**src/rtl/sub_pipe_param.sv**
```systemverilog
// sub_pipe_param: pipelined unsigned add/subtract with valid/ready handshake, stall and flush.
// Define SUB_PIPE_SAT_EN to saturate add overflow instead of wrapping it.
module sub_pipe_param #(
  parameter int WIDTH = 4,
  parameter int DELAY = 2
) (
  input  logic                  clk,
  input  logic                  rst_n,
  input  logic                  clr,
  input  logic                  op_sub,
  input  logic                  in_valid,
  output logic                  in_ready,
  input  logic [WIDTH-1:0]      a_in,
  input  logic [WIDTH-1:0]      b_in,
  output logic                  out_valid,
  input  logic                  out_ready,
  output logic signed [WIDTH:0] res_out
);

`ifdef SUB_PIPE_SAT_EN
  localparam logic signed [WIDTH+1:0] SAT_MAX = {2'b00, {WIDTH{1'b1}}};
  localparam logic signed [WIDTH+1:0] SAT_MIN = {2'b11, {WIDTH{1'b0}}};
`endif

  logic [WIDTH-1:0]      r_a_p0;
  logic [WIDTH-1:0]      r_b_p0;
  logic                  r_op_p0;
  logic                  r_vld_p0;
  // Index 0 is the compute stage, indices 1..DELAY are the delay stages.
  logic signed [WIDTH:0] r_res_p1 [DELAY+1];
  logic [DELAY:0]        r_vld_p1;
  logic                  w_adv;
  logic signed [WIDTH+1:0] w_sum;

  // Narrow the extended-width result into the output range.
  function automatic logic signed [WIDTH:0] fit_res(input logic signed [WIDTH+1:0] x);
`ifdef SUB_PIPE_SAT_EN
    if (x > SAT_MAX) return (WIDTH+1)'(SAT_MAX);
    if (x < SAT_MIN) return (WIDTH+1)'(SAT_MIN);
`endif
    return (WIDTH+1)'(x);
  endfunction

  assign w_adv     = !out_valid || out_ready;
  assign in_ready  = w_adv && !clr;
  assign out_valid = r_vld_p1[DELAY];
  assign res_out   = r_res_p1[DELAY];

  assign w_sum = r_op_p0 ? ({2'b00, r_a_p0} - {2'b00, r_b_p0})
                         : ({2'b00, r_a_p0} + {2'b00, r_b_p0});

  always_ff @(posedge clk or negedge rst_n) begin
    if (!rst_n) begin
      r_a_p0   <= '0;
      r_b_p0   <= '0;
      r_op_p0  <= 1'b0;
      r_vld_p0 <= 1'b0;
      r_vld_p1 <= '0;
      for (int i = 0; i <= DELAY; i++) r_res_p1[i] <= '0;
    end else begin
      if (w_adv) begin
        // p0: input register
        r_a_p0  <= a_in;
        r_b_p0  <= b_in;
        r_op_p0 <= op_sub;
        // p1[0]: compute, p1[1..DELAY]: delay line
        r_res_p1[0] <= fit_res(w_sum);
        for (int i = 1; i <= DELAY; i++) r_res_p1[i] <= r_res_p1[i-1];
      end
      if (clr) begin
        r_vld_p0 <= 1'b0;
        r_vld_p1 <= '0;
      end else if (w_adv) begin
        r_vld_p0    <= in_valid;
        r_vld_p1[0] <= r_vld_p0;
        for (int i = 1; i <= DELAY; i++) r_vld_p1[i] <= r_vld_p1[i-1];
      end
    end
  end

endmodule
```
**config.mk**
```make
export PLATFORM = sky130hd
export DESIGN_NAME = sub_pipe_param
export DESIGN_NICKNAME = d
export VERILOG_FILES = /design/src/rtl/sub_pipe_param.sv
export SDC_FILE = /design/constraint.sdc
export NUM_CORES = 1
export LEC_CHECK = 0
export ABC_AREA = 1
export BUFFER_PORTS_ARGS = -buffer_cell sky130_fd_sc_hd__buf_2
export CORE_MARGIN = 2
export CORE_UTILIZATION = 60
export CTS_BUF_LIST = sky130_fd_sc_hd__clkbuf_2 sky130_fd_sc_hd__clkbuf_4 sky130_fd_sc_hd__clkbuf_8
export CTS_CLUSTER_DIAMETER = 30
export DETAILED_ROUTE_END_ITERATION = 6
export PLACE_DENSITY = 0.92
export SKIP_CTS_REPAIR_TIMING = 1
export SYNTH_ARGS = -nofsm -noshare
export SYNTH_HDL_FRONTEND = slang
export SYNTH_SLANG_ARGS = --single-unit
```
**constraint.sdc**
```tcl
create_clock -name clk -period 4.3 [get_ports clk]
set_input_delay 0.215 -clock clk [delete_from_list [all_inputs] [get_ports clk]]
set_output_delay 0.215 -clock clk [all_outputs]
set_load 0.01 [all_outputs]
```
Word-level counts from Yosys, hierarchy flattened
Cells that the tools add are included.
{"block": "totals", "reg_bits": 28, "out_inout_bits": 7, "word_cells": 20}
{"block": "op_classes", "addsub": 2, "mux": 5, "n_reduce_logical": 5}
{"operator": "$mux W3", "n": 2}
{"operator": "$add A4 B4 Y5", "n": 1}
{"operator": "$mux W5", "n": 1}
{"operator": "$sub A4 B4 Y5", "n": 1}
{"operator": "$logic_not A1 Y1", "n": 2}
{"operator": "$mux W1", "n": 2}
{"operator": "$reduce_bool A2 Y1", "n": 1}
{"operator": "$logic_and A1 B1 Y1", "n": 1}
{"operator": "$logic_or A1 B1 Y1", "n": 1}

Logic depth before layout (Yosys ltp)
{"block": "depth", "word_depth": 4, "ltp_mapped": 12, "mapped_depth_nobuf": 12}

Worst setup path before layout
Ideal clock, no wire load.
{"block": "synth_path", "path_kind": "flip-flop to flip-flop", "startpoint": "reg r_b_p0[0]", "endpoint": "reg r_res_p1[13] (netlist bit)", "setup_ns": 0.117, "arrival_ns": 1.574, "t_required_ns": 4.183, "path_slack_ns": 2.608, "stages_incl_launch_ff": 12, "path_buffers": 0, "period_less_slack_ns": 1.692, "path_cell_list": "dfrtp_1 inv_1 ha_1 a21oi_1 o21ai_0 nand2_1 ha_1 or2_2 nand2_1 nand2_1 nand3_1 nand2_1"}
{"block": "synth_via", "elab_chain_len": 2, "word_cells_on_any_way": 3}
{"element": "start, declared", "line": "26", "text": "logic [WIDTH-1:0] r_b_p0;"}
{"element": "start signal, assigned", "line": "64", "text": "r_b_p0 <= b_in;"}
{"element": "$add A4 B4 Y5 / $sub A4 B4 Y5 (equally long branches)", "line": "50, 49"}
{"element": "$mux W5 (*)", "line": "49", "text": "assign w_sum = r_op_p0 ? ({2'b00, r_a_p0} - {2'b00, r_b_p0})"}
{"element": "end, declared", "line": "30", "text": "logic signed [WIDTH:0] r_res_p1 [DELAY+1];"}
Mark *: on every way between the ends. The rest lies on a longest branch, timed or not.
A chain may end at the register's enable or synchronous reset.

Final worst setup path
{"block": "layout_path", "startpoint": "reg r_vld_p1[2]", "endpoint": "out in_ready"}
{"block": "layout_via", "elab_chain_len": 3}
{"element": "start, declared", "line": "31", "text": "logic [DELAY:0] r_vld_p1;"}
{"element": "start signal, assigned", "line": "58", "text": "r_vld_p1 <= '0;"}
{"element": "start signal, assigned", "line": "72", "text": "r_vld_p1 <= '0;"}
{"element": "$logic_not A1 Y1", "line": "44", "text": "assign w_adv = !out_valid || out_ready;"}
{"element": "$logic_or A1 B1 Y1", "line": "44"}
{"element": "$logic_and A1 B1 Y1", "line": "45", "text": "assign in_ready = w_adv && !clr;"}
{"element": "end, declared", "line": "12", "text": "output logic in_ready,"}
No other way between the ends.

==> results by stage <==
Outcome:
- The flow ran to the end, and the final reports show no timing, DRC or antenna violations.

Detailed routing:
- After detailed routing, the number of vias per cell comes to between 5 and 6.
- The total number of vias is approximately 1100.
- The average routed wire per standard cell is ~12 µm.
- The detail route stage leaves a number of antenna-violating nets equal to 0.
- In the routed design, unresolved DRC markers number 0.
- The number of DRC markers in iteration 0 is 25.
- Summed over all layers, the routed wires come to between 2 and 2.5 mm.
- For this run, the detailed router's first-pass iteration total came to 4.

Pwr:
- The share of total power dissipated in combinational logic is 18.5%.
- The overall power consumption is slightly above 0.6 mW.
- The share of total power dissipated in the clock network is approximately 28%.
- The peak supply drop is 310 µV.
- The internal power is about 0.44 mW.
- Registers are responsible for between 50% and 60% of the overall power.
- The switching power as a share of total power is around 27%.
- In this run the power density over the cells is slightly above 400 nW/µm².
- Summed over all nets, the switching power comes to roughly 0.17 mW.
- For this design the static power due to leakage is 0.818 nW.

Layout:
- The sequential cell area is approximately 700 µm².
- The library cells used most frequently in the layout, excluding fill and tap cells, are 73 x nand2_1, 28 x dfrtp_1, 20 x buf_2, 17 x inv_1, 12 x o21ai_0.
- The final design utilization is between 60% and 70%.
- The number of fillers in the final layout is approximately 190.
- The antenna cell count is 0.
- The multi-input combinational cells in the finished layout cover a total of slightly above 500 µm².
- The share of post-route cells with drive strength above 1 is 15.6%.
- The finished cells cover ~1500 µm².
- The relative area change from synthesis to final layout is 8.81%.
- The number of non-filler instances in the completed layout is 208.
- The number of nets at the end of the flow is around 200.
- The most common cell after layout, fill and taps aside is nand2_1.

Worst hold path:
- The class of the worst hold path is input port to flop.

Yosys:
- The mapped netlist covers approximately 1400 µm².
- After synthesis, flip-flops and latches occupy 51.4% of the total area.
- Counting every instance in the synthesized netlist gives about 170.
- The number of nets in the synthesized netlist is 185.
- In this run, distinct cell masters in the synthesized netlist total 19.
- The number of warning messages in the yosys log is 0.
- The synthesized flop and latch total is 28.
- The average instance in the mapped netlist occupies slightly above 8 µm².

Clock tree:
- The clock-pin transition on the worst setup and hold timing paths is roughly 0.15 ns.
- The number of clock buffers added by TritonCTS is 3.
- The clock root buffer master is clkbuf_4.
- The maximum level of the CTS H-tree is 1.
- The tree built by TritonCTS fans out to 28 sinks.
- The clock tree buffer depth is 2.
- At the later pin of the worst-skew pair, clock insertion delay measures around 0.33 ns.
- TritonCTS built the clock tree.

STA:
- The routed design could run at a clock period as short as 2.14 ns.
- For the pin with the worst max-slew slack, the measured transition is 0.613 ns.
- In this run the tightest slew margin relative to its limit is about three fifths.
- The sum of negative setup slack is 0 ns.
- The final-report hold violation count is 0.
- In the finished design, the share of the clock period the worst path needs comes to between 40% and 50%.
- Setup slack closes at around 2.2 ns.
- The worst clock skew on the final layout is roughly 0.0041 ns.
- The peak clock frequency supported by timing is 467 MHz.
- Setup repair after global routing left no endpoint under its margin.
- On the final layout, the worst hold slack is roughly 0.065 ns.
- Setup violations remaining at the end of the flow were counted as 0.
- The number of pins with negative max-slew slack in the final report is 0.

Setup path:
- The sort of element at the start of the critical path is a flop.
- Along the worst path, the maximum fanout reaches 30.
- The endpoint class of the critical path is an output pin.
- The required time of the critical path is around 4 ns.
- The category of the critical setup timing path is flop to output pin.
- STA puts the critical path data arrival time at 1.93 ns.

Die:
- For this design the top-level I/O count stands at 21.
- The effective utilization at floorplan is a little over three fifths.
- The area of the die is between 2000 and 3000 µm².
- The area of the core region is 2170 µm².
- The die span in y is a little over 50 µm.
- The floorplan has 17 rows.
- The die is between 50 and 60 µm wide.

Global routing:
- The overall track demand over capacity in global routing is roughly 22%.
- The wire length of the first global-routing pass is about 4.4 mm.
- The number of antenna violations at the first check in global routing came to 0.
- The final global-route overflow total is 0.
- The maximum number of pins on one net before global-route repair is 31.
- The via count of the first global-routing pass is roughly 1000.

Placement:
- The area after detailed placement is 1420 µm².
- Counting tap cells, the placed design contains a total of about 200 instances.
- Summed over all nets, the half-perimeter wirelength after detailed placement is 1.64 mm.
- The congestion estimate from routability-driven global placement came to roughly 0.8.
- The number of port buffers is 20.
- OpenSTA, run right after detailed placement, puts the worst setup slack at 2.45 ns.

Job:
- Across the run, the number of max-cap violations was 0.
area by class of cell:
type | count | area share (%)
Multi-Input combinational cell | 109 | 34.9
Inverter | 18 | 4.55
Timing Repair Buffer | 21 | 7.42
Tap cell | 28 | 2.36
Clock buffer | 3 | 1.52
Sequential cell | 28 | 47.2
Clock inverter | 1 | 2.02
critical path, cell delays in order (launching register included):
cell     delay (ns)
dfrtp_1        0.37
inv_1          0.07
nor2_4         0.39
inv_2          0.33
nand2_1        0.20
inv_1          0.08
buf_2          0.14
flip-flops by register name, summed over array words and instances, names as in the netlist:
signal	cells
r_res_p1	10
r_a_p0	4
r_b_p0	4
r_op_p0	1
r_vld_p1	3
r_vld_p0	1
res_out	5
per-layer routing:
metal	vias up	share of wire [%]	routed length, µm	global-route usage (%)
met5	-	0	0	0
met4	0	2.4	59	9.65
met3	7	3.1	76	2.59
met2	26	50	1220	38.9
met1	501	45	1110	27.9
li1	531	-	-	-
power by group through the flow:
stage | logic (mW) | clock network (mW) | registers (mW)
2_1_floorplan | 0.0925 | 0 | 0.326
3_3_place_gp | 0.105 | 0 | 0.328
3_5_place_dp | 0.112 | 0 | 0.330
4_1_cts | 0.114 | 0.177 | 0.325
5_1_grt | 0.134 | 0.185 | 0.329
6_report | 0.113 | 0.174 | 0.325
logic make-up (layout without fill, tap and decap cells):
family	count (synthesis)	in the layout	synth area share, %
AND/OR/NAND/NOR	85	85	24.9
adder cells (fa/ha/maj)	6	6	6.06
flip-flops	28	28	51.4
XOR/XNOR	1	1	0.642
buffers and inverters	28	43	10.6
AO/OA/AOI/OAI	17	17	6.42
cell usage after synthesis:
master	count	area share, %
nand2_1	73	20
dfrtp_1	28	51
inv_1	17	4.7
o21ai_0	12	4.4
buf_4	6	3.3
nand3_1	6	2.2
ha_1	5	4.6
nor2_1	3	0.83
a21oi_1	2	0.73
buf_2	2	0.73
buf_6	2	1.7
o22ai_1	2	0.92
fa_1	1	1.5
inv_2	1	0.27
nand2_2	1	0.46
nor2_4	1	0.83
o21ai_1	1	0.37
or2_2	1	0.46
xor2_1	1	0.64
worst paths after layout:
kind / depth (start not counted) / slack [ns] / start / endpoint
worst max-delay path: 6 / 2.16 / r_vld_p1[2] / in_ready
worst min-delay path: 3 / 0.07 / a_in[1] / r_a_p0[1]
worst max register to register: 11 / 2.40 / r_b_p0[0] / r_res_p1[13]
worst min register to register: 2 / 0.49 / r_res_p1[9] / res_out[4]
max in group asynchronous: 2 / 3.50 / rst_n / r_op_p0
min in group asynchronous: 2 / 0.40 / rst_n / res_out[0]
(Power assumes the default switching activity.)
